<file path="src/rtl/dbus_arb.sv">
// Two-master arbiter in front of the shared 16-bit data bus. A burst counter
// bounds how long one master may hold the bus while the other is waiting.
module dbus_arb #(
    parameter int MAX_BURST = 4
) (
    input  logic        clk,
    input  logic        rst,
    input  logic        m0_req,
    input  logic        m0_we,
    input  logic [15:0] m0_addr,
    input  logic [15:0] m0_din,
    output logic        m0_gnt,
    output logic        m0_rvld,
    output logic [15:0] m0_rdata,
    input  logic        m1_req,
    input  logic        m1_we,
    input  logic [15:0] m1_addr,
    input  logic [15:0] m1_din,
    output logic        m1_gnt,
    output logic        m1_rvld,
    output logic [15:0] m1_rdata,
    output logic [15:0] bus_addr,
    output logic [15:0] bus_din,
    output logic        bus_we,
    input  logic [15:0] bus_dout
);

    localparam logic [3:0] BURST_LIM = 4'(MAX_BURST);

    logic       last_q, last_d;
    logic [3:0] cnt_q, cnt_d;
    logic       rd_pend_q, rd_pend_d;
    logic       rd_own_q, rd_own_d;
    logic       gnt_any_s;
    logic       gnt_sel_s;

    // Grant decision: sel=1 selects m1; the streak owner keeps the bus until the limit
    always_comb begin
        gnt_any_s = 1'b0;
        gnt_sel_s = 1'b0;
        if (rst) begin
            gnt_any_s = 1'b0;
            gnt_sel_s = 1'b0;
        end else if (m0_req && m1_req) begin
            gnt_any_s = 1'b1;
            gnt_sel_s = (cnt_q < BURST_LIM) ? last_q : ~last_q;
        end else if (m0_req) begin
            gnt_any_s = 1'b1;
            gnt_sel_s = 1'b0;
        end else if (m1_req) begin
            gnt_any_s = 1'b1;
            gnt_sel_s = 1'b1;
        end else begin
            gnt_any_s = 1'b0;
            gnt_sel_s = 1'b0;
        end
    end

    assign m0_gnt = gnt_any_s & ~gnt_sel_s;
    assign m1_gnt = gnt_any_s & gnt_sel_s;

    // Bus mux: granted master drives the bus, otherwise everything is zero
    always_comb begin
        bus_addr = 16'h0000;
        bus_din  = 16'h0000;
        bus_we   = 1'b0;
        if (gnt_any_s && gnt_sel_s) begin
            bus_addr = m1_addr;
            bus_din  = m1_din;
            bus_we   = m1_we;
        end else if (gnt_any_s) begin
            bus_addr = m0_addr;
            bus_din  = m0_din;
            bus_we   = m0_we;
        end else begin
            bus_addr = 16'h0000;
            bus_din  = 16'h0000;
            bus_we   = 1'b0;
        end
    end

    // Next state: streak counter saturates at 15 and clears on any idle cycle
    always_comb begin
        last_d    = last_q;
        cnt_d     = cnt_q;
        rd_pend_d = 1'b0;
        rd_own_d  = rd_own_q;
        if (gnt_any_s) begin
            if (gnt_sel_s == last_q) begin
                cnt_d = (cnt_q == 4'd15) ? 4'd15 : cnt_q + 4'd1;
            end else begin
                last_d = gnt_sel_s;
                cnt_d  = 4'd1;
            end
            rd_pend_d = ~bus_we;
            rd_own_d  = gnt_sel_s;
        end else begin
            cnt_d = 4'd0;
        end
    end

    // State registers
    always_ff @(posedge clk) begin
        if (rst) begin
            last_q    <= 1'b0;
            cnt_q     <= 4'd0;
            rd_pend_q <= 1'b0;
            rd_own_q  <= 1'b0;
        end else begin
            last_q    <= last_d;
            cnt_q     <= cnt_d;
            rd_pend_q <= rd_pend_d;
            rd_own_q  <= rd_own_d;
        end
    end

    // A read pending across a reset assertion is suppressed here
    assign m0_rvld  = rd_pend_q & ~rd_own_q & ~rst;
    assign m1_rvld  = rd_pend_q & rd_own_q & ~rst;
    assign m0_rdata = m0_rvld ? bus_dout : 16'h0000;
    assign m1_rdata = m1_rvld ? bus_dout : 16'h0000;

endmodule

</file>
<file path="config.mk">
export PLATFORM = sky130hd
export DESIGN_NAME = dbus_arb
export DESIGN_NICKNAME = d
export VERILOG_FILES = /design/src/rtl/dbus_arb.sv
export SDC_FILE = /design/constraint.sdc
export NUM_CORES = 1
export LEC_CHECK = 0
export ABC_AREA = 0
export ABC_CLOCK_PERIOD_IN_PS = 1800
export CORE_MARGIN = 3
export CORE_UTILIZATION = 23
export CTS_CLUSTER_SIZE = 8
export DETAILED_ROUTE_END_ITERATION = 10
export PLACE_DENSITY = 0.92
export RECOVER_POWER = 100
export SETUP_SLACK_MARGIN = 0.1
export SYNTH_ARGS = -nofsm -noshare
export SYNTH_HDL_FRONTEND = slang
export SYNTH_SLANG_ARGS = --single-unit
</file>
<file path="constraint.sdc">
create_clock -name clk -period 1.8 [get_ports clk]
set_input_delay 0.27 -clock clk [delete_from_list [all_inputs] [get_ports clk]]
set_output_delay 0.27 -clock clk [all_outputs]
set_load 0.05 [all_outputs]
</file>
Word-level counts from Yosys, hierarchy flattened
Index checks and enable logic that the tools add are counted.
{ "classes": {"add_sub_neg": 1, "magnitude_cmp": 1, "n_eq_ne": 2, "muxes": 18, "bitwise_logic": 13, "reduce_logical": 5} }
{ "ops": {"columns": ["cell", "n"], "rows": [
  ["16-bit 2-to-1 mux", 6],
  ["1-bit 2-to-1 mux", 11],
  ["1-bit NOT", 7],
  ["1-bit bitwise AND", 6],
  ["4-bit by 1-bit adder with 4-bit output, second input constant", 1],
  ["4-bit == test, second input constant", 1],
  ["4-bit by 3-bit < comparator with 1-bit output, second input constant", 1],
  ["4-bit 2-to-1 mux", 1],
  ["3-bit OR reduction", 1],
  ["1-bit logical AND", 2],
  ["2-bit AND reduction", 1],
  ["2-bit OR reduction", 1],
  ["1-bit == test", 1]
]} }
{ "word_totals": {"register_bits": 7, "input_bits": 86, "output_inout_bits": 69, "wordCells": 45} }

Longest topological paths before layout
{ "logic_depth": {"depth_word": 7, "mapped_depth": 6, "depth_no_buf": 4} }

Worst setup path after synthesis
OpenSTA, ideal clock, no wires.
{ "synth_timing": {"path_type": "input -> output", "from": "in rst", "to": "out m0_rdata[10]", "arrival_ps": 1957, "t_required_ps": 1530, "slack_ps": -427, "cell_stages": 4, "path_buffers": 2, "cell_sequence": "clkbuf_1 -> nor3b_1 -> clkbuf_1 -> and2_1"} }
{ "synth_between": {"elab_chain_cells": 3} }
{ "synth_rtl": {"columns": ["item", "line", "rtl"], "rows": [
  ["start: declaration", "7", "input logic rst,"],
  ["1-bit NOT", "118", "assign m0_rvld = rd_pend_q & ~rd_own_q & ~rst;"],
  ["1-bit bitwise AND", "118", null],
  ["named net m0_rvld", "13", "output logic m0_rvld,"],
  ["16-bit 2-to-1 mux", "120", "assign m0_rdata = m0_rvld ? bus_dout : 16'h0000;"],
  ["end: declaration", "14", "output logic [15:0] m0_rdata,"]
]} }
The timed path passes the listed nets, and every way through them passes these cells.

Worst setup path in the final report
{ "layout_timing": {"from": "reg cnt_q[2]", "to": "out bus_addr[1]"} }
{ "layout_between": {"elab_chain_cells": 6} }
{ "layout_rtl": {"columns": ["item", "line", "rtl"], "rows": [
  ["start: declaration", "31", "logic [3:0] cnt_q, cnt_d;"],
  ["start signal: assignment", "111", "cnt_q <= cnt_d;"],
  ["4-bit by 3-bit < comparator with 1-bit output", "46", "gnt_sel_s = (cnt_q < BURST_LIM) ? last_q : ~last_q;"],
  ["1-bit 2-to-1 mux", "46", null],
  ["1-bit 2-to-1 mux", "44", "end else if (m0_req && m1_req) begin"],
  ["1-bit 2-to-1 mux", "41", "if (rst) begin"],
  ["1-bit logical AND", "67", "if (gnt_any_s && gnt_sel_s) begin"],
  ["16-bit 2-to-1 mux", "67", null],
  ["end: declaration", "22", "output logic [15:0] bus_addr,"]
]} }
Every way passes these cells.

==> impl_metrics.env <==
export IMPL_status="finished with violations"
export IMPL_failed_checks="negative setup slack"
export IMPL_hold_depth=4
export IMPL_finalHoldViolations=0
export IMPL_crit_type="flip-flop to primary output"
export IMPL_clkTransAtPathRegs_ns=0.05
export IMPL_synth_ff_type="dfxtp_1"
export IMPL_cts_root_buffer="clkbuf_8"
export IMPL_cts_tree="built"
export IMPL_synthXorXnorAreaFrac_pct=0
export IMPL_routabilityCongestion=0.828
export IMPL_rsz0062_at_grt="yes"
export IMPL_maxSlewViolCount=0
export IMPL_synth_cell_type_count=30
export IMPL_dieWidth_um=72.5
export IMPL_fillerInstances=196
export IMPL_reg2regPathDepth=4
export IMPL_cp_required_ns=1.53
export IMPL_final_layout_size_suffix_gt1_share_pct=51.9
export IMPL_yosys_area_share_simple_pct=30.2
export IMPL_met1_length_um=2310
export IMPL_max_slew_margin_rel_pct=73.9
export IMPL_die_y_um=72.5
export IMPL_routed_top_layer="met4"
export IMPL_async_flop_share_pct=0
export IMPL_synthMuxAreaShare_pct=0
export IMPL_area_growth_syn_to_layout_pct=258
export IMPL_synth_fa_ha_area_share_pct=1.23
export IMPL_synth_compound_area_share_pct=44.1
export IMPL_p_leak_nw=1.60
export IMPL_min_from="rst"
export IMPL_period_share_pct=115
export IMPL_start_util_pct=24.5
export IMPL_dieArea_um2=5250
export IMPL_worst_hold_path_type="input port to flip-flop"
export IMPL_synth_seq_area_share_pct=13.8
export IMPL_synthCells=130
export IMPL_period_minus_slack_ns=2.06
export IMPL_worst_pin_slew_ns=0.387
export IMPL_ys_seq_elements=7
export IMPL_layout_commonest_cell="clkdlybuf4s50_1"
export IMPL_wl_met2_um=3730
export IMPL_hold_buffers=0
export IMPL_crit_arrival_ns=1.79
export IMPL_netlist_area_um2=1020
export IMPL_finalWorstSetupSlack_ns=-0.261
export IMPL_final_nets=385
export IMPL_antenna_cells=0
export IMPL_synth_top_family_by_area="compound AO/OA/AOI/OAI gates"
export IMPL_drc=0
export IMPL_syn_avg_cell_area_um2=7.82
export IMPL_viasPerCell=5.38
export IMPL_dr_total_vias=1867
export IMPL_grt_pass1_wl_um=10500
export IMPL_p_total_mw=1.41
export IMPL_antenna_found_initial=0
export IMPL_htreeDepth=1
export IMPL_yosysWarningCount=0
export IMPL_setup_viol=35
export IMPL_dpl_instance_area_um2=3490
export IMPL_min_to="last_q"
export IMPL_grtUsageTotal_pct=25.9
export IMPL_portBuffers=154
export IMPL_first_iter_violations=54
export IMPL_crit_path_max_fanout=18
export IMPL_critPathLaunch="cnt_q[2]"
export IMPL_grt_max_degree=37
export IMPL_r2r_setup_slack_ns=0.29
export IMPL_final_area_um2=3640
export IMPL_clk_path_buf_depth=2
export IMPL_power_density_nw_per_um2=386
export IMPL_cp_start_kind="flip-flop"
export IMPL_r2r_start="last_q"
export IMPL_route_antenna_remaining_nets=0
export IMPL_vdd_ir_drop_worst_mv=0.419
export IMPL_r2r_end="cnt_q[0]"
export IMPL_insertion_delay_ns=0.23
export IMPL_core_um2=4140
export IMPL_cts_buffers=3
export IMPL_synth_edff_count=0
export IMPL_rows=23
export IMPL_dp_final_hpwl_um=5460
export IMPL_cts_sinks=7
export IMPL_final_cell_mix="clkdlybuf4s50_1, buf_12, a32o_2, and2_0, buf_4"
export IMPL_worstSetupEndpointType="primary output"
export IMPL_clock_skew_final_ns=0.00719
export IMPL_cap_violations=0
export IMPL_routed_wl_met3_um=688
export IMPL_drt_wl_total_um=6930
export IMPL_syn_nets=217
export IMPL_final_util_pct=87.9
export IMPL_ioPinCount=155
export IMPL_drt_pass1_iterations=4
export IMPL_gr_total_overflow=0
export IMPL_grt_pass1_vias=1999
export IMPL_drt_wirelength_per_cell_um=20.0
export IMPL_fmax_mhz=485
-- cell usage after synthesis, types with 2 or more instances --
master    count  area share [%]
buf_2         9             4.4
dfxtp_1       7              14
clkbuf_1      7             2.6
a31oi_1       2             1.2
nor2b_1       2             1.2
nand3_1       2            0.99
inv_1         5             1.8
o21ai_0       3             1.5
and2_1       33              20
nor2_1        4             1.5
nor3_1        3             1.5
a32o_1       35              34
-- cells by family after synthesis --
family	Yosys count
compound gates	49
fa+ha+maj	1
buf+inv	23
flops	7
simple gates	50
-- metal layers --
metal / vias up / GRT usage, %
met5: - / 0
met4: 0 / 9.84
met3: 18 / 6.79
met2: 130 / 49.1
met1: 865 / 26.8
li1: 854 / -
-- area by class of cell --
type | count | area [um^2] | area share, %
Timing Repair Buffer | 180 | 2480 | 68.0
Multi-Input combinational cell | 101 | 893 | 24.5
Sequential cell | 7 | 144 | 3.95
Tap cell | 50 | 62.6 | 1.72
Clock buffer | 3 | 41.3 | 1.13
Inverter | 5 | 18.8 | 0.515
Clock inverter | 1 | 5.00 | 0.137
-- worst max path at each step --
stage | end | slack, ns
2_1_floorplan | m0_rdata[10] | 0.02
3_3_place_gp | bus_addr[0] | -0.24
3_5_place_dp | bus_addr[1] | -0.27
4_1_cts | bus_addr[1] | -0.26
5_1_grt | bus_addr[1] | -0.30
6_report | bus_addr[1] | -0.26
-- where the power goes --
group,switching [mW],total [mW],internal [mW]
clock,0.0738,0.224,0.150
combinational,0.463,1.01,0.544
sequential,0.00935,0.174,0.165
-- flip-flops by register name, summed over array words and instances, names as in the netlist --
signal / count
rd_pend_q: 1
rd_own_q: 1
cnt_q: 4
last_q: 1
-- worst max-delay path: stages, from the launching register on --
cell and delay (ns):
dfxtp_2 0.34, o21a_1 0.21, o311a_4 0.42, buf_12 0.17, a32o_2 0.26, buf_12 0.15
-- stage by stage --
step | setup TNS [ns] | cells | hold slack (ns) | setup slack, ns
after global placement | -10.58 | 336 | 0.495 | -0.240
after global routing | -9.79 | 347 | 0.508 | -0.302
after detailed placement | -11.83 | 336 | 0.510 | -0.273
after CTS | -8.25 | 347 | 0.525 | -0.264
after floorplan | 0 | 130 | 0.434 | 0.0203
final | -8.17 | 347 | 0.491 | -0.261
-- repair_timing --
action / CTS / global route
gates cloned: 4 / 0
pin swaps: 5 / 5
gates resized for setup: 32 / 8
endpoints found under the setup margin: 69 / 52
setup buffers: 3 / 0
(Power assumes the default switching activity.)
